$ cat src/rtl/pipe_ctrl_pkg.sv
// Shared types and constants for the pipeline control unit.
// Condition evaluation widens to all codes when PIPE_CTRL_ALLCOND_EN is defined.
package pipe_ctrl_pkg;

  localparam int RD_W  = 5;
  localparam int AOP_W = 3;

  localparam logic [10:0] OP_ADDS  = 11'h558;
  localparam logic [10:0] OP_SUBS  = 11'h758;
  localparam logic [10:0] OP_LDUR  = 11'h7C2;
  localparam logic [10:0] OP_STUR  = 11'h7C0;
  localparam logic [10:0] OP_BR    = 11'h6B0;
  localparam logic [9:0]  OP_ADDI  = 10'h244;
  localparam logic [7:0]  OP_BCOND = 8'h54;
  localparam logic [7:0]  OP_CBZ   = 8'hB4;
  localparam logic [5:0]  OP_B     = 6'h05;
  localparam logic [5:0]  OP_BL    = 6'h25;

  localparam logic [AOP_W-1:0] ALU_ADD   = 3'b010;
  localparam logic [AOP_W-1:0] ALU_SUB   = 3'b110;
  localparam logic [AOP_W-1:0] ALU_PASSB = 3'b111;

  localparam logic [RD_W-1:0] LINK_REG = 5'd30;

  typedef enum logic [3:0] {
    CC_EQ, CC_NE, CC_HS, CC_LO, CC_MI, CC_PL, CC_VS, CC_VC,
    CC_HI, CC_LS, CC_GE, CC_LT, CC_GT, CC_LE, CC_AL, CC_NV
  } cond_e;

  typedef enum logic [2:0] {
    BK_NONE, BK_UNCOND, BK_REG, BK_CBZ, BK_COND
  } br_kind_e;

  typedef struct packed {
    logic             reg2loc;
    logic             reads_rn;
    logic             reads_r2;
    logic [RD_W-1:0]  rn;
    logic [RD_W-1:0]  r2;
    logic [1:0]       alusrc;
    logic [AOP_W-1:0] aluop;
    logic             flags_we;
    logic             mem_write;
    logic             mem_read;
    logic             regwrite;
    logic [1:0]       memtoreg;
    logic [RD_W-1:0]  rd;
    br_kind_e         br_kind;
    logic             uncond_br;
    cond_e            cond;
  } ctrl_t;

  localparam ctrl_t CTRL_BUBBLE = '0;

  // f is ordered {N, Z, C, V}.
  function automatic logic cond_holds(input cond_e cc, input logic [3:0] f);
`ifdef PIPE_CTRL_ALLCOND_EN
    logic n, z, c, v;
    {n, z, c, v} = f;
    case (cc)
      CC_EQ:   return z;
      CC_NE:   return !z;
      CC_HS:   return c;
      CC_LO:   return !c;
      CC_MI:   return n;
      CC_PL:   return !n;
      CC_VS:   return v;
      CC_VC:   return !v;
      CC_HI:   return c && !z;
      CC_LS:   return !(c && !z);
      CC_GE:   return n == v;
      CC_LT:   return n != v;
      CC_GT:   return !z && (n == v);
      CC_LE:   return !(!z && (n == v));
      CC_AL:   return 1'b1;
      default: return 1'b0;
    endcase
`else
    return (cc == CC_LT) && (f[3] ^ f[0]);
`endif
  endfunction

endpackage

$ cat src/rtl/pipe_ctrl_unit_decode.sv
// Purely combinational ID-stage decoder; anything unrecognised or invalid is a bubble.
module ctrl_decode
  import pipe_ctrl_pkg::*;
(
  input  logic [31:0] instr,
  input  logic        valid,
  output ctrl_t       ctrl
);

  logic unused;
  assign unused = ^instr[15:10];

  always_comb begin
    ctrl = CTRL_BUBBLE;
    if (valid) begin
      if (instr[31:21] == OP_ADDS || instr[31:21] == OP_SUBS) begin
        ctrl.reg2loc  = 1'b1;
        ctrl.reads_rn = 1'b1;
        ctrl.reads_r2 = 1'b1;
        ctrl.rn       = instr[9:5];
        ctrl.r2       = instr[20:16];
        ctrl.aluop    = (instr[31:21] == OP_ADDS) ? ALU_ADD : ALU_SUB;
        ctrl.flags_we = 1'b1;
        ctrl.regwrite = 1'b1;
        ctrl.rd       = instr[4:0];
      end else if (instr[31:21] == OP_LDUR || instr[31:21] == OP_STUR) begin
        // Store data comes from the Rt field, so the second read uses reg2loc=0.
        ctrl.reads_rn  = 1'b1;
        ctrl.rn        = instr[9:5];
        ctrl.alusrc    = 2'b01;
        ctrl.aluop     = ALU_ADD;
        ctrl.mem_read  = (instr[31:21] == OP_LDUR);
        ctrl.mem_write = (instr[31:21] == OP_STUR);
        ctrl.regwrite  = (instr[31:21] == OP_LDUR);
        ctrl.memtoreg  = (instr[31:21] == OP_LDUR) ? 2'b01 : 2'b00;
        ctrl.rd        = (instr[31:21] == OP_LDUR) ? instr[4:0] : '0;
        ctrl.reads_r2  = (instr[31:21] == OP_STUR);
        ctrl.r2        = (instr[31:21] == OP_STUR) ? instr[4:0] : '0;
      end else if (instr[31:21] == OP_BR) begin
        ctrl.reads_rn = 1'b1;
        ctrl.rn       = instr[9:5];
        ctrl.br_kind  = BK_REG;
      end else if (instr[31:22] == OP_ADDI) begin
        ctrl.reads_rn = 1'b1;
        ctrl.rn       = instr[9:5];
        ctrl.alusrc   = 2'b10;
        ctrl.aluop    = ALU_ADD;
        ctrl.regwrite = 1'b1;
        ctrl.rd       = instr[4:0];
      end else if (instr[31:24] == OP_BCOND) begin
        ctrl.br_kind = BK_COND;
        ctrl.cond    = cond_e'(instr[3:0]);
      end else if (instr[31:24] == OP_CBZ) begin
        ctrl.reads_r2 = 1'b1;
        ctrl.r2       = instr[4:0];
        ctrl.aluop    = ALU_PASSB;
        ctrl.br_kind  = BK_CBZ;
      end else if (instr[31:26] == OP_B || instr[31:26] == OP_BL) begin
        ctrl.br_kind   = BK_UNCOND;
        ctrl.uncond_br = 1'b1;
        if (instr[31:26] == OP_BL) begin
          ctrl.regwrite = 1'b1;
          ctrl.memtoreg = 2'b10;
          ctrl.rd       = LINK_REG;
        end
      end
    end
  end

endmodule

$ cat src/rtl/pipe_ctrl_unit.sv
// Pipeline control: decode, ID/EX-EX/MEM-MEM/WB control registers, NZCV, load-use stall, ID branches.
// Condition-code coverage is widened by defining PIPE_CTRL_ALLCOND_EN.
module pipe_ctrl_unit
  import pipe_ctrl_pkg::*;
#(
  parameter int REG_AW  = 5,
  parameter int ALUOP_W = 3,
  parameter int ZR_IDX  = 31
) (
  input  logic               clk,
  input  logic               reset,
  input  logic [31:0]        instr_id,
  input  logic               id_valid,
  input  logic               alu_n,
  input  logic               alu_z,
  input  logic               alu_v,
  input  logic               alu_c,
  input  logic               cbz_zero,
  output logic               reg2loc,
  output logic [1:0]         ex_alusrc,
  output logic [ALUOP_W-1:0] ex_aluop,
  output logic               ex_flags_we,
  output logic               mem_write,
  output logic               mem_read,
  output logic               wb_regwrite,
  output logic [1:0]         wb_memtoreg,
  output logic [REG_AW-1:0]  wb_rd,
  output logic [1:0]         br_taken,
  output logic               uncond_br,
  output logic               stall,
  output logic               flush
);

  localparam logic [RD_W-1:0] ZR = RD_W'(ZR_IDX);

  ctrl_t      id_ctrl, id_ex, ex_mem, mem_wb;
  logic [3:0] nzcv, flags_fwd;
  logic       after_rst, hazard, quiet;
  logic [1:0] br_raw;
  logic       unused;

  ctrl_decode u_decode (
    .instr (instr_id),
    .valid (id_valid),
    .ctrl  (id_ctrl)
  );

  assign flags_fwd = id_ex.flags_we ? {alu_n, alu_z, alu_c, alu_v} : nzcv;

  assign hazard = id_ex.mem_read && (id_ex.rd != ZR) &&
                  ((id_ctrl.reads_rn && (id_ctrl.rn == id_ex.rd)) ||
                   (id_ctrl.reads_r2 && (id_ctrl.r2 == id_ex.rd)));

  // Reset and the cycle right after it never stall or redirect.
  assign stall = hazard && !reset && !after_rst;
  assign quiet = stall || reset || after_rst;

  always_comb begin
    br_raw = 2'b00;
    case (id_ctrl.br_kind)
      BK_UNCOND: br_raw = 2'b01;
      BK_REG:    br_raw = 2'b10;
      BK_CBZ:    br_raw = cbz_zero ? 2'b01 : 2'b00;
      BK_COND:   br_raw = cond_holds(id_ctrl.cond, flags_fwd) ? 2'b01 : 2'b00;
      default:   br_raw = 2'b00;
    endcase
  end

  assign br_taken  = quiet ? 2'b00 : br_raw;
  assign flush     = (br_taken != 2'b00);
  assign reg2loc   = id_ctrl.reg2loc;
  assign uncond_br = id_ctrl.uncond_br;

  always_ff @(posedge clk) begin
    if (reset) begin
      id_ex     <= CTRL_BUBBLE;
      ex_mem    <= CTRL_BUBBLE;
      mem_wb    <= CTRL_BUBBLE;
      nzcv      <= 4'b0000;
      after_rst <= 1'b1;
    end else begin
      id_ex     <= stall ? CTRL_BUBBLE : id_ctrl;
      ex_mem    <= id_ex;
      mem_wb    <= ex_mem;
      after_rst <= 1'b0;
      if (id_ex.flags_we) nzcv <= {alu_n, alu_z, alu_c, alu_v};
    end
  end

  assign ex_alusrc   = id_ex.alusrc;
  assign ex_aluop    = ALUOP_W'(id_ex.aluop);
  assign ex_flags_we = id_ex.flags_we;
  assign mem_write   = ex_mem.mem_write;
  assign mem_read    = ex_mem.mem_read;
  assign wb_regwrite = mem_wb.regwrite;
  assign wb_memtoreg = mem_wb.memtoreg;
  assign wb_rd       = REG_AW'(mem_wb.rd);

  assign unused = ^{id_ex, ex_mem, mem_wb};

endmodule

$ cat config.mk
export PLATFORM = sky130hd
export DESIGN_NAME = pipe_ctrl_unit
export DESIGN_NICKNAME = d
export VERILOG_FILES = /design/src/rtl/pipe_ctrl_pkg.sv /design/src/rtl/pipe_ctrl_unit_decode.sv /design/src/rtl/pipe_ctrl_unit.sv
export SDC_FILE = /design/constraint.sdc
export NUM_CORES = 1
export LEC_CHECK = 0
export ABC_AREA = 0
export BUFFER_PORTS_ARGS = -buffer_cell sky130_fd_sc_hd__buf_2
export CORE_MARGIN = 2
export CORE_UTILIZATION = 51
export CTS_BUF_LIST = sky130_fd_sc_hd__clkbuf_4 sky130_fd_sc_hd__clkbuf_8
export DETAILED_ROUTE_END_ITERATION = 8
export PLACE_DENSITY_LB_ADDON = 0.15
export SYNTH_ARGS = -nofsm -noshare
export SYNTH_HDL_FRONTEND = slang
export SYNTH_SLANG_ARGS = --single-unit
$ cat constraint.sdc
create_clock -name clk -period 4.9 [get_ports clk]
set_input_delay 0.98 -clock clk [delete_from_list [all_inputs] [get_ports clk]]
set_output_delay 0.98 -clock clk [all_outputs]
set_load 0.05 [all_outputs]
Word-level counts from Yosys, hierarchy flattened
Index checks and enable logic that the tools add are counted.
{ "word_totals": {"in_bits": 40, "wordCells": 117, "register_bits": 39, "output_inout_bits": 22} }
{ "classes": {"bitwise": 3, "reduce_logical": 20, "eq_ne": 18, "n_mux": 56} }
{ "op_table": {"columns": ["operator", "count"], "rows": [
  ["two-way mux 8 bit", 8],
  ["equality test 11 bit (second input constant)", 5],
  ["two-way mux 5 bit", 10],
  ["two-way mux 37 bit", 1],
  ["two-way mux 12 bit", 2],
  ["two-way mux 3 bit", 8],
  ["two-way mux 17 bit", 1],
  ["two-way mux 1 bit", 15],
  ["two-way mux 2 bit", 7],
  ["equality test 10 bit (second input constant)", 1],
  ["equality test 5 bit", 2],
  ["two-way mux 10 bit", 1],
  ["equality test 8 x 7 -> 1 bit (second input constant)", 1],
  ["equality test 8 bit (second input constant)", 1],
  ["two-way mux 4 bit", 2],
  ["case mux 2 bit (4 select lines)", 1],
  ["logical AND 1 bit", 7],
  ["equality test 3 x 2 -> 1 bit (second input constant)", 2],
  ["equality test 6 x 3 -> 1 bit (second input constant)", 1],
  ["equality test 6 bit (second input constant)", 1],
  ["logical OR 1 bit", 6],
  ["OR reduction 6 bit", 1],
  ["!= test 5 bit (second input constant)", 1],
  ["OR reduction 5 bit", 1],
  ["9 further kinds", 11]
]} }

Longest topological paths before layout
Gate-level depths: netlist (run 1).
{ "depth": {"word_depth": 20, "depth_mapped": 11, "ltp_nobuf": 7} }

Cells and area by module
From an unflattened synthesis (run 1), not the netlist that was laid out.
{ "unflattened": {"cells_unflattened": 232, "hier_area_um2": 2073.2} }
{ "by_module_without_submodules": {"columns": ["mod", "seq_area_each_um2", "n_inst", "area_per_inst_um2", "cells_per_inst"], "rows": [
  ["pipe_ctrl_unit", 740.7, 1, 1448.9, 139],
  ["ctrl_decode", 0.0, 1, 624.3, 93]
]} }

Worst setup path after synthesis (run 1)
Ideal clock, no wire load.
{ "synth_path": {"path_type": "input to output", "startpoint": "input instr_id[22]", "endpoint": "output br_taken[0]", "arrival_time_ns": 4.297, "setup_slack_ns": -0.377, "path_stages": 8, "path_buffers": 2, "required_time_ns": 3.920, "path_cell_list": "or4b_4 or4b_1 buf_2 a21oi_1 o41ai_1 and3_1 buf_4 nor4b_1"} }
{ "synth_via": {"elab_chain_len": 15, "word_cells_on_any_way": 44, "classes_between": "eq/ne: 13; mux: 20; reduce/logical: 11"} }
{ "synth_lines": {"columns": ["element", "line_no", "text"], "rows": [
  ["start: declaration", "pipe_ctrl_unit.sv:12", "input logic [31:0] instr_id,"],
  ["equality test 10 bit", "pipe_ctrl_unit_decode.sv:43", "end else if (instr[31:22] == OP_ADDI) begin"],
  ["two-way mux 5 bit", "pipe_ctrl_unit_decode.sv:43", null],
  ["two-way mux 5 bit / two-way mux 10 bit (equally long branches)", "pipe_ctrl_unit_decode.sv:39", "end else if (instr[31:21] == OP_BR) begin"],
  ["two-way mux 17 bit", "pipe_ctrl_unit_decode.sv:26", "end else if (instr[31:21] == OP_LDUR || instr[31:21] == OP_STUR) begin"],
  ["two-way mux 12 bit", "pipe_ctrl_unit_decode.sv:16", "if (instr[31:21] == OP_ADDS || instr[31:21] == OP_SUBS) begin"],
  ["two-way mux 37 bit (*)", "pipe_ctrl_unit_decode.sv:15", "if (valid) begin"],
  ["equality test 5 bit, on equally long branches", "pipe_ctrl_unit.sv:51, pipe_ctrl_unit.sv:52", null],
  ["logical AND 1 bit, on equally long branches", "pipe_ctrl_unit.sv:51, pipe_ctrl_unit.sv:52", null],
  ["logical OR 1 bit", "pipe_ctrl_unit.sv:51", "((id_ctrl.reads_rn && (id_ctrl.rn == id_ex.rd)) ||"],
  ["logical AND 1 bit", "pipe_ctrl_unit.sv:50", "assign hazard = id_ex.mem_read && (id_ex.rd != ZR) &&"],
  ["logical AND 1 bit (2 in series)", "pipe_ctrl_unit.sv:55", "assign stall = hazard && !reset && !after_rst;"],
  ["logical OR 1 bit (2 in series)", "pipe_ctrl_unit.sv:56", "assign quiet = stall || reset || after_rst;"],
  ["two-way mux 2 bit (*)", "pipe_ctrl_unit.sv:69", "assign br_taken = quiet ? 2'b00 : br_raw;"],
  ["end: declaration", "pipe_ctrl_unit.sv:28", "output logic [1:0] br_taken,"]
]} }
Mark *: on every way between the ends. The rest lies on a longest branch, timed or not.

Final worst setup path (run 1)
{ "layout_path": {"startpoint": "input instr_id[22]", "endpoint": "output flush"} }
{ "layout_via": {"elab_chain_len": 16, "word_cells_on_any_way": 45, "classes_between": "eq/ne: 13; mux: 20; reduce/logical: 12"} }
{ "layout_lines": {"columns": ["element", "line_no", "text"], "rows": [
  ["equality test 10 bit", "pipe_ctrl_unit_decode.sv:43", null],
  ["two-way mux 5 bit", "pipe_ctrl_unit_decode.sv:43", null],
  ["two-way mux 5 bit / two-way mux 10 bit (equally long branches)", "pipe_ctrl_unit_decode.sv:39", null],
  ["two-way mux 17 bit", "pipe_ctrl_unit_decode.sv:26", null],
  ["two-way mux 12 bit", "pipe_ctrl_unit_decode.sv:16", null],
  ["two-way mux 37 bit (*)", "pipe_ctrl_unit_decode.sv:15", null],
  ["equality test 5 bit, on equally long branches", "pipe_ctrl_unit.sv:51, pipe_ctrl_unit.sv:52", null],
  ["logical AND 1 bit, on equally long branches", "pipe_ctrl_unit.sv:51, pipe_ctrl_unit.sv:52", null],
  ["logical OR 1 bit", "pipe_ctrl_unit.sv:51", null],
  ["logical AND 1 bit", "pipe_ctrl_unit.sv:50", null],
  ["logical AND 1 bit (2 in series)", "pipe_ctrl_unit.sv:55", null],
  ["logical OR 1 bit (2 in series)", "pipe_ctrl_unit.sv:56", null],
  ["two-way mux 2 bit (*)", "pipe_ctrl_unit.sv:69", null],
  ["nonzero test 2 bit (*)", "pipe_ctrl_unit.sv:70", "assign flush = (br_taken != 2'b00);"],
  ["end: declaration", "pipe_ctrl_unit.sv:31", "output logic flush"]
]} }
Marks and branches as above.

==> results.toml, run 1 <==
[status]
status = "completed"

[route]
detail_route.wl_per_cell_um = 13.8
routed_via_density = 5.45
drc = 0
finalWirelength_um = 3800
initialDrtViolationCount = 74
drt-pass1-iter-count = 4
num_vias = 1499
drtAntennaViolNets = 0

[layout]
finalCoreUtilization = 0.658
finalNonFillerCells = 275
final_area_sq_mm = 0.00204
final_cell_mix = "buf_2 (53), dfxtp_1 (37), nor2b_1 (16)"
num_antenna_cells = 0
final_net_count = 270
drive_above_1_share = 0.281
n_fill_cell = 294
layout_commonest_cell = "buf_2"
areaGrowthSynthToFinish_pct = 21.5

[floorplanning]
ios = 62
fp.dieH_um = 61.4
num_rows = 20
start_util = 0.541
die_w_um = 61.4
core_area_sq_mm = 0.00310
die-area_sq_mm = 0.00377

[pwr]
p_per_area_mw_per_mm2 = 299
ir_worst_vdd_mv = 0.111
power_w = 0.000611
leakagePower_nw = 0.852

[place]
gp_congestion = 0.862
dpl-instance-area_sq_mm = 0.00193
dp_cells = 267
dp_hpwl_um = 2920
port_buffers = 53

[clocking]
clock-sinks = 37
cts-root-buf = "clkbuf_4"
clock_latency_ns = 0.34
cts-buffers-inserted = 5
cts_resized = 0
postCtsSetupBuffers = 0
ctsHtreeMaxLevel = 2
cts_tree = "built"
cts_hold_buffers = 0
cts_buffer_depth = 2
clk_pin_slew_ns = 0.11

[global_routing]
grt_use_met3 = 0.0525
antenna_found_initial = 0
globalRouteMet1Util = 0.255
grt_pass1_vias = 1355
top_usage_layer = "met2"
grt_overflow_total = 0
grt_max_degree = 26
grtUsageTotal = 0.218
grt_pass1_wl_um = 5950
met2_usage = 0.375

[timing]
worst_pin_slew_ns = 0.640
rsz0062_at_grt = "false"
period_share = 0.975
clock-skew-final_ns = 0.00497
slew_headroom = 0.568
fin_crit_ns = 4.78
slew_violations = 0
hold_ws_ns = 0.448
finalSetupViolations = 0
hold_viol_final = 0
timing.fmax_mhz = 209

[synth]
syn_avg_cell_area_sq_um = 9.28
syn_nets = 221
synth_seq_area_share = 0.441
ys.flop_type = "dfxtp_1"
async_reset_ff_frac = 0
yosys_warnings = 0
ys_ff_latch = 37
synth_cells = 181
synth_edf_count = 0
syn-cell-area_sq_mm = 0.00168
yosys.cell_types.count = 43

[critical_path]
r2r_setup_slack_ns = 2.77
crit_end = "flush"
path_class = "input port to output port"
startpoint = "instr_id[22]"
reg2reg_from = "id_ex[9]"
end_kind = "output port"
crit_required_ns = 3.92
rr_worst_depth = 8
timing.rr.end = "ex_aluop[0]"
cp-start-kind = "input port"
worst_ep_arrival_time_ns = 3.80
critPathMaxFanout = 6

[worst_hold_path]
hold_path_class = "flop to flop"

[flow_run]
cap_violations = 0
cells in the mapped netlist, drive strengths merged (3+ instances only):
master | instances | area [sq um]
a21oi | 8 | 40.0
clkbuf | 5 | 18.8
buf | 8 | 61.3
nand2 | 5 | 18.8
xnor2 | 4 | 35.0
inv | 8 | 30.0
nor4b | 4 | 50.1
nor3 | 15 | 75.1
nor2 | 13 | 48.8
nor3b | 4 | 30.0
mux2i | 6 | 60.1
nor2b | 16 | 100
nor4 | 6 | 37.5
o21ai | 3 | 15.0
dfxtp | 37 | 741
or4b | 3 | 33.8
xor2 | 5 | 43.8
cell type report:
type / count / area [sq um] / area share
clock inverter: 3 / 68.8 / 0.0337
clock buffer: 5 / 37.5 / 0.0184
timing repair buffer: 55 / 280 / 0.137
tap: 44 / 55.1 / 0.0270
multi-input combinational: 123 / 828 / 0.406
inverter: 8 / 30.0 / 0.0147
sequential: 37 / 741 / 0.363
through the flow:
stage,TNS (ns),setup WS (ns)
detailed placement,0,0.131
global placement,0,0.174
global route,0,0.0215
finish,0,0.121
CTS,0,0.125
floorplan,-1.01,-0.377
layer usage:
metal | share of wire | vias up
met4 | 0.029 | 0
met2 | 0.50 | 64
met1 | 0.41 | 680
met5 | 0 | -
met3 | 0.060 | 13
li1 | - | 742
cells by family (layout without fill, tap and decap cells):
logic type,count (synthesis),count (layout),share of synthesized area
AOI/OAI and AO/OA,22,22,0.0857
xor gates and xnor gates,9,9,0.0469
buffers and inverters,21,71,0.0656
DFF,37,37,0.441
muxes,6,6,0.0358
and+or+nand+nor,86,86,0.325
report_power, final:
part           switching (W)  total [W]  internal [W]
Clock               0.000104   0.000264      0.000161
Combinational      0.0000257  0.0000443     0.0000186
Sequential       0.000000886   0.000302      0.000301
Total               0.000130   0.000611      0.000481
registers in the layout, indices dropped and copies added (netlist names):
name and flops:
nzcv 2, ex_aluop 3, wb_memtoreg 2, ex_flags_we 1
wb_rd 5, mem_write 1, after_rst 1, ex_mem 8
mem_read 1, wb_regwrite 1, id_ex 10, ex_alusrc 2
how the worst min path moves through the flow:
stage | from | endpoint | slack (ns) | depth (start not counted)
6_report | ex_mem[10] | wb_rd[2] | 0.45 | 1
3_5_place_dp | ex_mem[10] | wb_rd[2] | 0.42 | 1
3_3_place_gp | id_ex[14] | ex_mem[14] | 0.42 | 1
4_1_cts | ex_mem[10] | wb_rd[2] | 0.45 | 1
5_1_grt | ex_mem[10] | wb_rd[2] | 0.46 | 1
2_1_floorplan | id_ex[13] | ex_mem[13] | 0.41 | 1
critical path: stages:
cell and delay (ns):
buf_2 0.14, or4b_4 0.57, or4b_1 0.54, buf_4 0.19, a221oi_1 0.23, nor2_1 0.07
o41ai_1 0.43, and3_1 0.34, nor4_1 0.08, buf_2 0.23
Note: power is estimated with default switching activity, not from simulation.
==> run 2: changes to the inputs <==
--- a/config.mk
+++ b/config.mk
@@ -11,7 +11,7 @@
 export CORE_UTILIZATION = 51
 export CTS_BUF_LIST = sky130_fd_sc_hd__clkbuf_4 sky130_fd_sc_hd__clkbuf_8
 export DETAILED_ROUTE_END_ITERATION = 8
-export PLACE_DENSITY_LB_ADDON = 0.15
+export PLACE_DENSITY = 0.82
 export SYNTH_ARGS = -nofsm -noshare
 export SYNTH_HDL_FRONTEND = slang
 export SYNTH_SLANG_ARGS = --single-unit
==> constraint.sdc (replaced) <==
create_clock -name clk -period 4.8 [get_ports clk]
set_input_delay 0.96 -clock clk [delete_from_list [all_inputs] [get_ports clk]]
set_output_delay 0.96 -clock clk [all_outputs]
set_load 0.05 [all_outputs]
==> run 2 against run 1 <==
  * Register-to-register slack is essentially flat
  * Sequential power rose by 2%
  * Global-route usage shrank 1.8 points
  * Flip-flop and latch count did not move
  * Clock power barely moved
  * Worst hold slack worse by 0.0036 ns
  * Core utilization barely moved
  * Count of clock-buffer cells in the layout is the same
  * Routed wire length fell by 4.9%
  * Clock skew rose by 0.0042 ns
==> results.toml, run 2 (synthesis gave the netlist of run 1 again) <==
[clocking]
cts_hold_buffers = 0
ctsHtreeMaxLevel = 2
clock-sinks = 37
clock_latency_ns = 0.35
cts_buffer_depth = 2
clk_pin_slew_ns = 0.11
cts-root-buf = "clkbuf_4"
cts_tree = "built"
cts-buffers-inserted = 5

[route]
drt-pass1-iter-count = 6
routed_via_density = 5.45
route.met2.wl_um = 1610
route.top_layer_used = "met4"
detail_route.wl_per_cell_um = 13.1
initialDrtViolationCount = 102
drc = 0
num_vias = 1500
drtAntennaViolNets = 0
met1Wirelength_um = 1600
finalWirelength_um = 3610
wl_met3_um = 343

[layout]
largest_reg_flops = 10
areaGrowthSynthToFinish_pct = 21.6
final_net_count = 270
drive_above_1_share = 0.290
final_cell_mix = "buf_2 (53), dfxtp_1 (37), nor2b_1 (16)"
num_antenna_cells = 0
finalNonFillerCells = 275
layout_commonest_cell = "buf_2"
largest-register = "id_ex"

[floorplanning]
num_rows = 20
ios = 62
die-area_sq_mm = 0.00377
start_util = 0.541
die_w_um = 61.4
fp.dieH_um = 61.4
core_area_sq_mm = 0.00310

[critical_path]
cp-start-kind = "input port"
rr_worst_depth = 8
critPathMaxFanout = 6
timing.rr.end = "id_ex[9]"
end_kind = "output port"
path_class = "input port to output port"
r2r_setup_slack_ns = 2.76
crit_required_ns = 3.84
reg2reg_from = "id_ex[9]"
worst_ep_arrival_time_ns = 3.65

[status]
status = "completed"

[place]
gp_congestion = 0.913
dp_cells = 267
dp_hpwl_um = 2770
place_ws_ns = 0.0845
port_buffers = 53

[timing]
slew_headroom = 0.562
hold_ws_ns = 0.444
fin_crit_ns = 4.61
period_share = 0.960
finalWorstSetupSlack_ns = 0.191
hold_viol_final = 0
clock-skew-final_ns = 0.00913
rsz0062_at_grt = "false"
timing.fmax_mhz = 217
worst_pin_slew_ns = 0.651
slew_violations = 0
finalSetupViolations = 0

[global_routing]
antenna_found_initial = 0
grt_overflow_total = 0
grt_max_degree = 26
grt_pass1_wl_um = 5580
grt_pass1_vias = 1317
grtUsageTotal = 0.200

[pwr]
leakagePower_nw = 0.852
ir_worst_vdd_mv = 0.116
p_per_area_mw_per_mm2 = 302

[worst_hold_path]
hold_path_class = "flop to flop"
holdPathEnd = "wb_memtoreg[0]"
worstHoldPathCells = 1
min_from = "ex_mem[13]"

[flow_run]
cap_violations = 0
## run 2: cell type report
class	instances	area [sq um]
Clock buffer	5	37.5
Clock inverter	3	65.1
Fill cell	264	1060
Inverter	8	30.0
Multi-Input combinational cell	123	833
Sequential cell	37	741
Tap cell	44	55.1
Timing Repair Buffer	55	280
## run 2: power breakdown
group | switching [W] | total (W) | leakage, nW | internal (W)
sequential | 0.000000838 | 0.000309 | 0.298 | 0.000308
clock | 0.000101 | 0.000262 | 0.0552 | 0.000161
combinational | 0.0000260 | 0.0000450 | 0.499 | 0.0000191
total | 0.000128 | 0.000616 | 0.852 | 0.000488
## run 2: worst max-delay path, cell delays in order
cell and delay, ns:
buf_2 0.14, or4b_4 0.57, or4b_4 0.54, buf_4 0.17, a221oi_1 0.21, nor2_1 0.08, o41ai_1 0.38, and3_2 0.30
nor4_1 0.06, buf_2 0.23
## run 2: through the flow
step	util	total power (W)	cell area [sq um]	setup TNS [ns]
5_1_grt	0.658	0.000635	2040	0
2_1_floorplan	-	0.000337	1680	-1.19
4_1_cts	0.656	0.000617	2040	0
6_report	0.658	0.000616	2040	0
3_5_place_dp	0.623	0.000360	1930	0
3_3_place_gp	0.623	0.000360	1930	0
## run 2: routing by layer
| metal | up-vias | GRT usage |
|---|---|---|
| li1 | 742 | - |
| met1 | 658 | 0.252 |
| met2 | 91 | 0.333 |
| met3 | 9 | 0.0357 |
| met4 | 0 | 0.0912 |
| met5 | - | 0 |
## run 2: repair_timing
item                                    4_1_cts  5_1_grt
resized for setup                             0        2
setup buffers                                 0        0
endpoints found under the setup margin        0        3
## run 2: worst max-delay path by stage
stage | to | slack, ns | depth (start not counted) | startpoint
4_1_cts | flush | 0.08 | 10 | instr_id[22]
6_report | flush | 0.19 | 10 | instr_id[22]
5_1_grt | br_taken[0] | 0.04 | 10 | instr_id[22]
2_1_floorplan | br_taken[0] | -0.44 | 8 | instr_id[22]
3_5_place_dp | flush | 0.08 | 10 | instr_id[22]
3_3_place_gp | flush | 0.09 | 10 | instr_id[22]
==> run 3: changes to the inputs <==
==> constraint.sdc (replaced) <==
create_clock -name clk -period 5.2 [get_ports clk]
set_input_delay 1.04 -clock clk [delete_from_list [all_inputs] [get_ports clk]]
set_output_delay 1.04 -clock clk [all_outputs]
set_load 0.05 [all_outputs]
==> run 3 against run 2 <==
  * Non-clock buffer count fell by 1
  * Clock skew decreased by 0.0035 ns
  * Final cell count shrank 0.36%
  * Sequential power is 7.8% lower
  * Largest power group unchanged
==> results.toml, run 3 (synthesis gave the netlist of run 1 again) <==
[status]
status = "completed"

[clocking]
cts-root-buf = "clkbuf_4"
clk_pin_slew_ns = 0.10
ctsHtreeMaxLevel = 2
cts_buffer_depth = 2
cts_tree = "built"
clock-sinks = 37
postCtsSetupBuffers = 0
clock_latency_ns = 0.34
cts_resized = 0
cts_hold_buffers = 0
cts-buffers-inserted = 5

[route]
num_vias = 1469
finalWirelength_um = 3660
routed_via_density = 5.36
detail_route.wl_per_cell_um = 13.4
drc = 0
drt-pass1-iter-count = 4
drtAntennaViolNets = 0
initialDrtViolationCount = 86

[place]
dp_hpwl_um = 2810
place_ws_ns = 0.275
port_buffers = 53
dpl-instance-area_sq_mm = 0.00193
gp_congestion = 0.916

[critical_path]
timing.rr.end = "ex_aluop[2]"
end_kind = "output port"
startpoint = "instr_id[22]"
reg2reg_from = "id_ex[9]"
slowest_stage = "or4b_1"
worst_ep_arrival_time_ns = 3.89
cpLargestDelayFamily = "simple AND/OR/NAND/NOR gates"
crit_end = "br_taken[0]"
path_class = "input port to output port"
critPathMaxStageDelay_ns = 0.65
critPathMaxFanout = 8
r2r_setup_slack_ns = 3.14
cp_common_cell = "buf_2"
critPathBufInv = 2
path_depth = 9
crit_required_ns = 4.16
cp-start-kind = "input port"
rr_worst_depth = 8
path_cells = "buf_2 -> or4b_4 -> or4b_1 -> and4_1 -> or4_1 -> o41ai_1 -> and3_1 -> nor4b_1 -> buf_2"

[pwr]
intPower_w = 0.000450
seq_power_share = 0.504
p_per_area_mw_per_mm2 = 279
power_frac_comb = 0.073
ir_worst_vdd_mv = 0.124
switching_power_w = 0.000115
p_clk_frac = 0.423
p_sw_frac = 0.203
leakagePower_nw = 0.847

[layout]
final_cell_mix = "buf_2 (53), dfxtp_1 (37), nor2b_1 (16)"
num_antenna_cells = 0
layout_commonest_cell = "buf_2"
final_net_count = 269
finalCoreUtilization = 0.654
drive_above_1_share = 0.278
largest_reg_flops = 10
largest-register = "id_ex"
areaGrowthSynthToFinish_pct = 20.9
final_area_sq_mm = 0.00203

[timing]
hold_ws_ns = 0.442
hold_viol_final = 0
finalSetupViolations = 0
clock-skew-final_ns = 0.00566
finalWorstSetupSlack_ns = 0.270
fin_tns_setup_ns = 0
slew_headroom = 0.600
timing.fmax_mhz = 203
worst_pin_slew_ns = 0.594
fin_crit_ns = 4.93
period_share = 0.948
slew_violations = 0
rsz0062_at_grt = "false"

[floorplanning]
start_util = 0.541
fp.dieH_um = 61.4
core_area_sq_mm = 0.00310
die-area_sq_mm = 0.00377
ios = 62
num_rows = 20
die_w_um = 61.4

[worst_hold_path]
worstHoldPathCells = 1
hold_path_class = "flop to flop"

[global_routing]
grt_pass1_wl_um = 5700
grt_pass1_vias = 1267
grt_overflow_total = 0
grt_max_degree = 26
antenna_found_initial = 0
grtUsageTotal = 0.211

[flow_run]
cap_violations = 0
run 3: cell types whose count changed in the layout (fill, tap and decap cells not counted):
cell	before	now
and3_2	1	0
or4b_4	2	1
buf_4	2	1
and3_1	1	2
or4b_1	1	2
run 3: metal layers:
layer | global-route usage | wire (um) | vias to the layer above
li1 | - | - | 743
met1 | 0.278 | 1630 | 652
met2 | 0.328 | 1630 | 68
met3 | 0.0546 | 350 | 6
met4 | 0.0881 | 57 | 0
met5 | 0 | 0 | -
run 3: through the flow:
step           total power (W)  instances
2_1_floorplan         0.000311        181
3_5_place_dp          0.000332        266
4_1_cts               0.000570        274
3_3_place_gp          0.000332        266
6_report              0.000565        274
5_1_grt               0.000587        274
run 3: final cells by class:
cell class                      instances  area, sq um
Fill cell                             291         1070
Multi-Input combinational cell        123          828
Sequential cell                        37          741
Timing Repair Buffer                   54          273
Clock inverter                          3         65.1
Tap cell                               44         55.1
Clock buffer                            5         37.5
Inverter                                8         30.0
run 3: worst min-delay path by stage:
stage / start / slack [ns] / to
after floorplan: id_ex[13] / 0.41 / ex_mem[13]
after detailed placement: ex_mem[9] / 0.42 / wb_rd[1]
after CTS: id_ex[14] / 0.44 / ex_mem[14]
after global placement: ex_mem[12] / 0.41 / wb_rd[4]
after global routing: id_ex[14] / 0.46 / ex_mem[14]
final: ex_mem[9] / 0.44 / wb_rd[1]
run 3: power groups by stage:
stage | Sequential, W | Combinational (W) | Clock (W)
after floorplan | 0.000291 | 0.0000195 | 0
after detailed placement | 0.000291 | 0.0000410 | 0
after global placement | 0.000291 | 0.0000407 | 0
after CTS | 0.000285 | 0.0000412 | 0.000244
final | 0.000285 | 0.0000414 | 0.000239
after global routing | 0.000285 | 0.0000457 | 0.000256
